--- src/rtl/fetch_unit.sv ---
// ---------------------------------------------------------------------------
// fetch_unit : instruction fetch stage with an in-order memory request queue
// and MEM-stage redirect flush.  Rev 1.0
// ---------------------------------------------------------------------------
`default_nettype none

module fetch_unit #(
  parameter logic [31:0] RESET_PC = 32'h0000_0000,
  parameter int          QDEPTH   = 4
) (
  input  logic        clk,
  input  logic        reset_n,
  output logic        imem_req,
  output logic [31:0] imem_addr,
  input  logic        imem_ack,
  input  logic        imem_rvalid,
  input  logic [31:0] imem_rdata,
  input  logic        redirect,
  input  logic [31:0] redirect_pc,
  input  logic        out_ready,
  output logic        out_valid,
  output logic [31:0] out_ins,
  output logic [31:0] out_next_pc
);

  localparam int PW = $clog2(QDEPTH);
  // Counts reach QDEPTH and their sum reaches 2*QDEPTH.
  localparam int CW = PW + 2;

  logic [31:0]       fetch_pc_q, fetch_pc_d;
  logic [31:0]       ins_q [QDEPTH];
  logic [31:0]       ins_d [QDEPTH];
  logic [31:0]       npc_q [QDEPTH];
  logic [31:0]       npc_d [QDEPTH];
  logic [QDEPTH-1:0] filled_q, filled_d;
  logic [PW-1:0]     head_q, head_d;
  logic [PW-1:0]     alloc_ptr_q, alloc_ptr_d;
  logic [PW-1:0]     fill_ptr_q, fill_ptr_d;
  logic [CW-1:0]     alloc_cnt_q, alloc_cnt_d;
  logic [CW-1:0]     drop_cnt_q, drop_cnt_d;

  logic              pop;
  logic              alloc_fire;
  logic [CW-1:0]     nfilled;
  logic [CW-1:0]     unfilled;
  logic [CW-1:0]     credit;

  assign out_valid   = reset_n && (alloc_cnt_q != '0) && filled_q[head_q];
  assign out_ins     = out_valid ? ins_q[head_q] : 32'h0;
  assign out_next_pc = out_valid ? npc_q[head_q] : 32'h0;
  assign pop         = out_valid && out_ready;
  assign imem_addr   = fetch_pc_q;

  // The popped slot is handed back to the request side in the same cycle.
  assign credit     = alloc_cnt_q - CW'(pop) + drop_cnt_q;
  assign imem_req   = reset_n && !redirect && (credit < CW'(QDEPTH));
  assign alloc_fire = imem_req && imem_ack;

  always_comb begin
    nfilled = '0;
    for (int i = 0; i < QDEPTH; i++) begin
      nfilled = nfilled + CW'(filled_q[i]);
    end
    unfilled = alloc_cnt_q - nfilled;

    fetch_pc_d  = fetch_pc_q;
    ins_d       = ins_q;
    npc_d       = npc_q;
    filled_d    = filled_q;
    head_d      = head_q;
    alloc_ptr_d = alloc_ptr_q;
    fill_ptr_d  = fill_ptr_q;
    alloc_cnt_d = alloc_cnt_q;
    drop_cnt_d  = drop_cnt_q;

    if (redirect) begin
      // Every unfilled entry still owes a response; one arriving now is eaten.
      fetch_pc_d  = redirect_pc;
      filled_d    = '0;
      head_d      = '0;
      alloc_ptr_d = '0;
      fill_ptr_d  = '0;
      alloc_cnt_d = '0;
      drop_cnt_d  = drop_cnt_q + unfilled - CW'(imem_rvalid);
    end else begin
      if (imem_rvalid) begin
        if (drop_cnt_q != '0) begin
          drop_cnt_d = drop_cnt_q - CW'(1);
        end else begin
          ins_d[fill_ptr_q]    = imem_rdata;
          filled_d[fill_ptr_q] = 1'b1;
          fill_ptr_d           = fill_ptr_q + PW'(1);
        end
      end
      if (pop) begin
        filled_d[head_q] = 1'b0;
        head_d           = head_q + PW'(1);
      end
      if (alloc_fire) begin
        npc_d[alloc_ptr_q]    = fetch_pc_q + 32'd4;
        filled_d[alloc_ptr_q] = 1'b0;
        alloc_ptr_d           = alloc_ptr_q + PW'(1);
        fetch_pc_d            = fetch_pc_q + 32'd4;
      end
      alloc_cnt_d = alloc_cnt_q + CW'(alloc_fire) - CW'(pop);
    end
  end

  always_ff @(posedge clk) begin
    if (!reset_n) begin
      fetch_pc_q  <= RESET_PC;
      filled_q    <= '0;
      head_q      <= '0;
      alloc_ptr_q <= '0;
      fill_ptr_q  <= '0;
      alloc_cnt_q <= '0;
      drop_cnt_q  <= '0;
    end else begin
      fetch_pc_q  <= fetch_pc_d;
      filled_q    <= filled_d;
      head_q      <= head_d;
      alloc_ptr_q <= alloc_ptr_d;
      fill_ptr_q  <= fill_ptr_d;
      alloc_cnt_q <= alloc_cnt_d;
      drop_cnt_q  <= drop_cnt_d;
    end
  end

  // Payload storage is qualified by filled_q, so it needs no reset.
  always_ff @(posedge clk) begin
    ins_q <= ins_d;
    npc_q <= npc_d;
  end

endmodule

`default_nettype wire

--- config.mk ---
export PLATFORM = sky130hd
export DESIGN_NAME = fetch_unit
export DESIGN_NICKNAME = d
export VERILOG_FILES = /design/src/rtl/fetch_unit.sv
export SDC_FILE = /design/constraint.sdc
export NUM_CORES = 1
export LEC_CHECK = 0
export BUFFER_PORTS_ARGS = -buffer_cell sky130_fd_sc_hd__buf_2
export CELL_PAD_IN_SITES_DETAIL_PLACEMENT = 0
export CELL_PAD_IN_SITES_GLOBAL_PLACEMENT = 1
export CORE_MARGIN = 1.5
export CORE_UTILIZATION = 30
export DETAILED_ROUTE_END_ITERATION = 8
export PLACE_DENSITY_LB_ADDON = 0.3
export SYNTH_ARGS = -nofsm -noshare
export SYNTH_HDL_FRONTEND = slang
export SYNTH_SLANG_ARGS = --single-unit
export TNS_END_PERCENT = 1
--- constraint.sdc ---
create_clock -name clk -period 8.5 [get_ports clk]
set_input_delay 1.7 -clock clk [delete_from_list [all_inputs] [get_ports clk]]
set_output_delay 1.7 -clock clk [all_outputs]
set_load 0.01 [all_outputs]
==> key figures, run 1 <==
Run status
  – Status: finished clean

Detailed routing
  – Iteration-0 DRC Markers: around 430
  – DRC violation count after routing: 0
  – Routed WL: 32160 µm
  – Post-DR vias/cell: 4.706
  – DRT Pass-1 Iters: 4
  – DR WL/cell: 19.96 µm
  – Vias post-DR: 7582
  – Post-route ant nets: 0

Layout
  – Share of cells above drive strength 1: 0.3044
  – P&R area growth vs syn: 19.63%
  – Nets@finish: between 1000 and 1500

Setup path
  – Crit-path max FO: 14
  – Critical path capture point type: primary output
  – Crit path launch type: primary input
  – Crit Path Class: primary input to primary output
  – Critical path data arrival time: ~4.2 ns
  – Crit path required time: ~6.8 ns

Clocking
  – CTS tree: yes
  – Hold_buf cts: 0
  – Total CTS buffers: 34
  – CTS resizes: 0
  – CTS sink cnt: slightly above 300
  – H-tree Lvls: 2
  – Worst-Skew Late Latency: ~0.53 ns
  – Clk pin slew, worst setup/hold paths: ~0.06 ns
  – Clock Root Buffer: clkbuf_16
  – Postcts setup bufs: 0
  – Clk buf depth: 3

STA
  – Worst Hold Slack: 0.5091 ns
  – Hold Vio Cnt, Final: 0
  – Layout Skew: about 0.025 ns
  – Slew at the pin with the worst max-slew slack: 1.202 ns
  – Fin. max-slew vios: 0
  – Tmin final: a little under 6 ns
  – Final setup viols: 0
  – Fin crit share: 0.6881
  – Slew margin rel.: 0.1915
  – RSZ-0062 raised after global routing: no
  – Setup_tns: 0 ns
  – Peak Freq: 171.0 MHz

Logic synthesis
  – Synth Area per Inst: roughly 16 µm²
  – Adder-cell share of the synthesized area: 0.03713
  – Xor and xnor area share after synthesis: 0.03031
  – Share of the yosys chip area belonging to registers: 0.6577
  – Post-synthesis cell area: 0.01321 mm²
  – Top-count cell post-synth: edfxtp_1
  – Synth Area in Simple Gates: 0.09159
  – Largest family of logic cells by synthesized area: multiplexers
  – Flops & latches, synth: between 300 and 400
  – Syn Inst Count: 830
  – Synthesis Warnings: 0
  – Commonest cells post-synth: edfxtp_1, and2_1, mux4_2
  – Post-synth EDFFs: between 200 and 300
  – Dominant cells by area after synthesis: edfxtp_1, mux4_2, dfxtp_1
  – Compound-Gate Fraction of Synth Area: 0.04196
  – Async set or reset register ratio after synthesis: 0
  – Post-synthesis mux area share: 0.1182
  – Yosys cell types: 50
  – Top_reg_cell synth: edfxtp_1
  – Syn Nets: between 900 and 1000
  – Synth top area share: 0.5819
  – Yosys top cell by area: edfxtp_1

Pwr
  – Gate power share: 0.092
  – Clock power share: 0.418
  – Sequential power share: 0.489
  – Power Density: ~220 mW/mm²
  – Psw: ~0.0008 W
  – Max IR drop VDD: 138.8 µV
  – P_int: between 0.002 and 0.003 W
  – Sw frac: 0.2333
  – Cell leakage power: 5.708 nW

Floorplan
  – Die width: 212.8 µm
  – IO Pins: approximately 170
  – Die footprint: 0.04530 mm²
  – Row Count: 76
  – Core Footprint: 0.04327 mm²
  – Die height: approximately 210 µm
  – Initial core utilization: 0.3053

Global routing
  – Initial antenna violation count: 4
  – Total Routing Usage GR: 0.1432
  – First-pass GRT wire length: 48270 µm
  – Largest net degree at the start of global routing: slightly below 60
  – Vias in the first global route: ~7900
  – Global route overflow: 0

Placed design
  – Port Buffers: approximately 170
  – HPWL after DPL: 20180 µm
  – Gp weighted congestion: ~0.73

Min path
  – Hold crit path type: flip-flop to flip-flop

Run
  – Max-cap violations: 0
[power groups by stage]
stage,Combinational (W),Sequential [W],Clock [W]
final,0.000324,0.00172,0.00147
after global routing,0.000363,0.00173,0.00157
after CTS,0.000333,0.00172,0.00152
after detailed placement,0.000331,0.00175,0
after global placement,0.000328,0.00175,0
after floorplan,0.000219,0.00175,0
[per-stage QoR]
step	instances	setup slack [ns]	total power [W]	util	instance area (µm²)
finish	1611	2.651	0.003520	0.3653	15800
global route	1610	2.438	0.003662	0.3652	15800
CTS	1610	2.618	0.003574	0.3652	15800
detailed placement	1548	2.628	0.002086	0.3394	14680
global placement	1548	2.664	0.002082	0.3394	14680
floorplan	830	3.475	0.001967	-	13210
[placed cells by master (no fill, tap or decap), types with 7 or more instances in the layout]
| master | count |
|---|---|
| a21oi_1 | 22 |
| buf_2 | 167 |
| buf_4 | 10 |
| nand4_1 | 13 |
| fa_1 | 7 |
| clkbuf_1 | 12 |
| inv_1 | 30 |
| ha_1 | 28 |
| nand3_1 | 29 |
| or3_1 | 7 |
| xnor2_1 | 31 |
| dfxtp_1 | 48 |
| a22oi_1 | 11 |
| o2111ai_1 | 7 |
| nor2_1 | 30 |
| a22o_1 | 7 |
| mux4_2 | 65 |
| clkbuf_16 | 35 |
| edfxtp_1 | 256 |
| and3_1 | 10 |
| nand2_1 | 39 |
| and2_1 | 66 |
| a21o_1 | 10 |
| xor2_1 | 12 |
[worst max-delay path, cell delays in order]
cell      delay [ns]
buf_2           0.31
nand3_1         0.19
nor2_2          0.48
nand2_1         0.12
ha_1            0.35
and4b_1         0.20
nand4_1         0.14
nand4b_4        0.19
mux2i_1         0.20
nor2_1          0.07
buf_2           0.18
[flip-flops by register name, summed over array words and instances, names as in the netlist]
name,count
npc_q,128
ins_q,128
imem_addr,32
fill_ptr_q,2
filled_q,4
head_q,2
drop_cnt_q,4
alloc_cnt_q,4
alloc_ptr_q,2
[cell families after synthesis]
group | count (synthesis)
XOR/XNOR | 44
AO/OA/AOI/OAI | 75
adder cells (fa/ha/maj) | 35
buffers and inverters | 76
AND/OR/NAND/NOR | 220
flip-flops | 306
multiplexers | 74
[path summary, 6_finish.rpt]
path	startpoint	endpoint	slack (ns)	cells past startpoint
worst max-delay path	reset_n	imem_req	2.65	11
worst min register to register	alloc_ptr_q[1]	alloc_ptr_q[1]	0.51	2
worst max register to register	head_q[0]	npc_q[32]	3.77	11
worst min-delay path	alloc_ptr_q[1]	alloc_ptr_q[1]	0.51	2
[per-layer routing]
layer / track usage / part of all wire / vias to the layer above
met5: 0 / 0.0016 / -
met4: 0.03644 / 0.015 / 8
met3: 0.03986 / 0.063 / 40
met2: 0.2294 / 0.46 / 188
met1: 0.1913 / 0.46 / 3835
li1: - / - / 3511
[final cells by class]
class                   count  area [µm²]
well taps                 585       732.0
flip-flops and latches    306        8696
inverters                  32       120.1
multi-input cells         448        4225
clock buffers              49       948.4
fillers                  4174       27460
clock inverters            13       168.9
diodes                      1       2.502
repair buffers            177       910.9
Note: power is estimated with default switching activity, not from simulation.
==> inputs of run 2 (changes only) <==
==> constraint.sdc (replaced) <==
create_clock -name clk -period 4.8 [get_ports clk]
set_input_delay 0.96 -clock clk [delete_from_list [all_inputs] [get_ports clk]]
set_output_delay 0.96 -clock clk [all_outputs]
set_load 0.01 [all_outputs]
==> run 2 against run 1 <==
Effect of this change:
- clock-buffer cell count fell by 2
- wire length rose by 0.70%
- global-route usage rose by 0.31 points
==> key figures, run 2 (same netlist as run 1, synthesis figures left out) <==
Clocking
  – Hold_buf cts: 0
  – CTS resizes: 0
  – Clk buf depth: 3
  – Clock Root Buffer: clkbuf_16
  – CTS tree: yes
  – Worst-Skew Late Latency: approximately 0.53 ns
  – H-tree Lvls: 2
  – Total CTS buffers: 35
  – CTS sink cnt: 306
  – Postcts setup bufs: 0
  – Clk pin slew, worst setup/hold paths: 0.06 ns

Placed design
  – Port Buffers: ~170
  – Gp weighted congestion: 0.7165
  – HPWL after DPL: about 21000 µm

Setup path
  – Critical path capture point: imem_req
  – Crit Path Class: flip-flop to primary output
  – Worst r2r path cells: 16
  – CP cell instances: inv_1, ha_1, or3b_2, nand3_1, nor2_2, nand2_1, ha_1, a41oi_1, nand4b_4, mux2i_1, nor2_1, buf_2
  – Crit path from: alloc_cnt_q[2]
  – Most used cell, CP: ha_1
  – Crit-path max FO: 7
  – RR Endpoint: alloc_cnt_q[2]
  – Critical-path top delay cell: or3b_2
  – Crit path required time: about 3.8 ns
  – Critical path data arrival time: around 3.3 ns
  – Critical path capture point type: primary output
  – Reg-to-reg startpoint: alloc_cnt_q[2]
  – CP max stage delay: roughly 0.47 ns
  – Worst R2R Setup Slack: 1.07 ns
  – Crit path launch type: flip-flop

Run
  – Max-cap violations: 0

Floorplan
  – Initial core utilization: 0.3053
  – Die footprint: between 0.04 and 0.05 mm²
  – Row Count: 76
  – Die width: ~210 µm
  – Core Footprint: ~0.043 mm²
  – IO Pins: roughly 170
  – Die height: around 210 µm

STA
  – Layout Skew: between 0.02 and 0.03 ns
  – Peak Freq: approximately 230 MHz
  – Hold Vio Cnt, Final: 0
  – Final setup viols: 0
  – Tmin final: about 4.3 ns
  – Setup_tns: 0 ns
  – Slew at the pin with the worst max-slew slack: around 1.1 ns
  – RSZ-0062 raised after global routing: no
  – Slew margin rel.: 0.2372
  – Fin crit share: 0.8909
  – Fin. max-slew vios: 0
  – Worst Hold Slack: roughly 0.50 ns

Run status
  – Status: finished clean

Global routing
  – Total Routing Usage GR: 0.1463
  – Largest net degree at the start of global routing: 51
  – First-pass GRT wire length: 49450 µm
  – Initial antenna violation count: 2
  – Vias in the first global route: a little over 8000
  – Global route overflow: 0

Layout
  – Nets@finish: 1119
  – Most common cell after layout, fill and taps aside: edfxtp_1
  – Area of the multi-input gates: between 0.004 and 0.005 mm²
  – # fillers: slightly above 4000
  – P&R area growth vs syn: 20.23%
  – Most frequent cells in the layout: edfxtp_1, buf_2, and2_1, mux4_2, dfxtp_1
  – Reg area: about 0.0087 mm²
  – Share of cells above drive strength 1: 0.3095

Min path
  – Hold crit path type: flip-flop to flip-flop
  – Worst Hold Depth: 2

Detailed routing
  – Post-DR vias/cell: approximately 4.7
  – Post-route ant nets: 0
  – Met3 routed WL: 2325 µm
  – Met2 WL: 15400 µm
  – Wl on met1: ~14000 µm
  – Iteration-0 DRC Markers: 404
  – DRC violation count after routing: 0
  – DRT Pass-1 Iters: 4
  – Max layer used: met5
  – DR WL/cell: between 15 and 20 µm
  – Routed WL: 32390 µm
  – Vias post-DR: just under 8000

Pwr
  – Cell leakage power: 5.756 nW
  – Max IR drop VDD: approximately 220 µV
  – Power Density: roughly 390 mW/mm²
[run 2: final cells by class]
| cell class | instances | share of cell area |
|---|---|---|
| Antenna cell | 1 | 0.0001576 |
| Sequential cell | 306 | 0.5475 |
| Clock buffer | 47 | 0.05798 |
| Timing Repair Buffer | 191 | 0.06554 |
| Multi-Input combinational cell | 448 | 0.2660 |
| Inverter | 32 | 0.007563 |
| Tap cell | 585 | 0.04608 |
| Clock inverter | 13 | 0.009138 |
[run 2: worst max-delay path: cells and delay by family, from the launching register on]
kind / cells / cell delay [ns]
buf+inv: 2 / 0.43
simple gates: 6 / 1.10
compound gates: 1 / 0.32
fa+ha+maj: 2 / 0.46
flops: 1 / 0.31
mux: 1 / 0.16
[run 2: how the worst min path moves through the flow]
stage	from	endpoint
after floorplan	alloc_ptr_q[1]	alloc_ptr_q[1]
after global placement	alloc_ptr_q[1]	alloc_ptr_q[1]
after detailed placement	alloc_ptr_q[1]	alloc_ptr_q[1]
after CTS	alloc_ptr_q[1]	alloc_ptr_q[1]
after global routing	alloc_ptr_q[1]	alloc_ptr_q[1]
final	alloc_ptr_q[1]	alloc_ptr_q[1]
[run 2: where the power goes]
| group | switching (W) | internal (W) | leakage (nW) |
|---|---|---|---|
| clock network | 0.00104 | 0.00151 | 0.507 |
| logic | 0.000328 | 0.000248 | 2.51 |
| registers | 0.0000647 | 0.00298 | 2.74 |
| total | 0.00143 | 0.00474 | 5.76 |
[run 2: metrics by stage]
stage / power, W / cell area, µm² / worst slack [ns] / std cells / util
after detailed placement: 0.003690 / 14810 / 0.7493 / 1562 / 0.3424
after CTS: 0.006265 / 15880 / 0.5149 / 1622 / 0.3670
final: 0.006173 / 15880 / 0.5236 / 1623 / 0.3671
after floorplan: 0.003483 / 13210 / 0.8732 / 830 / -
after global routing: 0.006433 / 15880 / 0.3316 / 1622 / 0.3670
after global placement: 0.003683 / 14810 / 0.7170 / 1562 / 0.3424
[run 2: layer usage]
metal	vias to the layer above	track usage
li1	3543	-
met1	3900	0.1897
met2	200	0.2412
met3	36	0.03942
met4	4	0.03888
met5	-	0
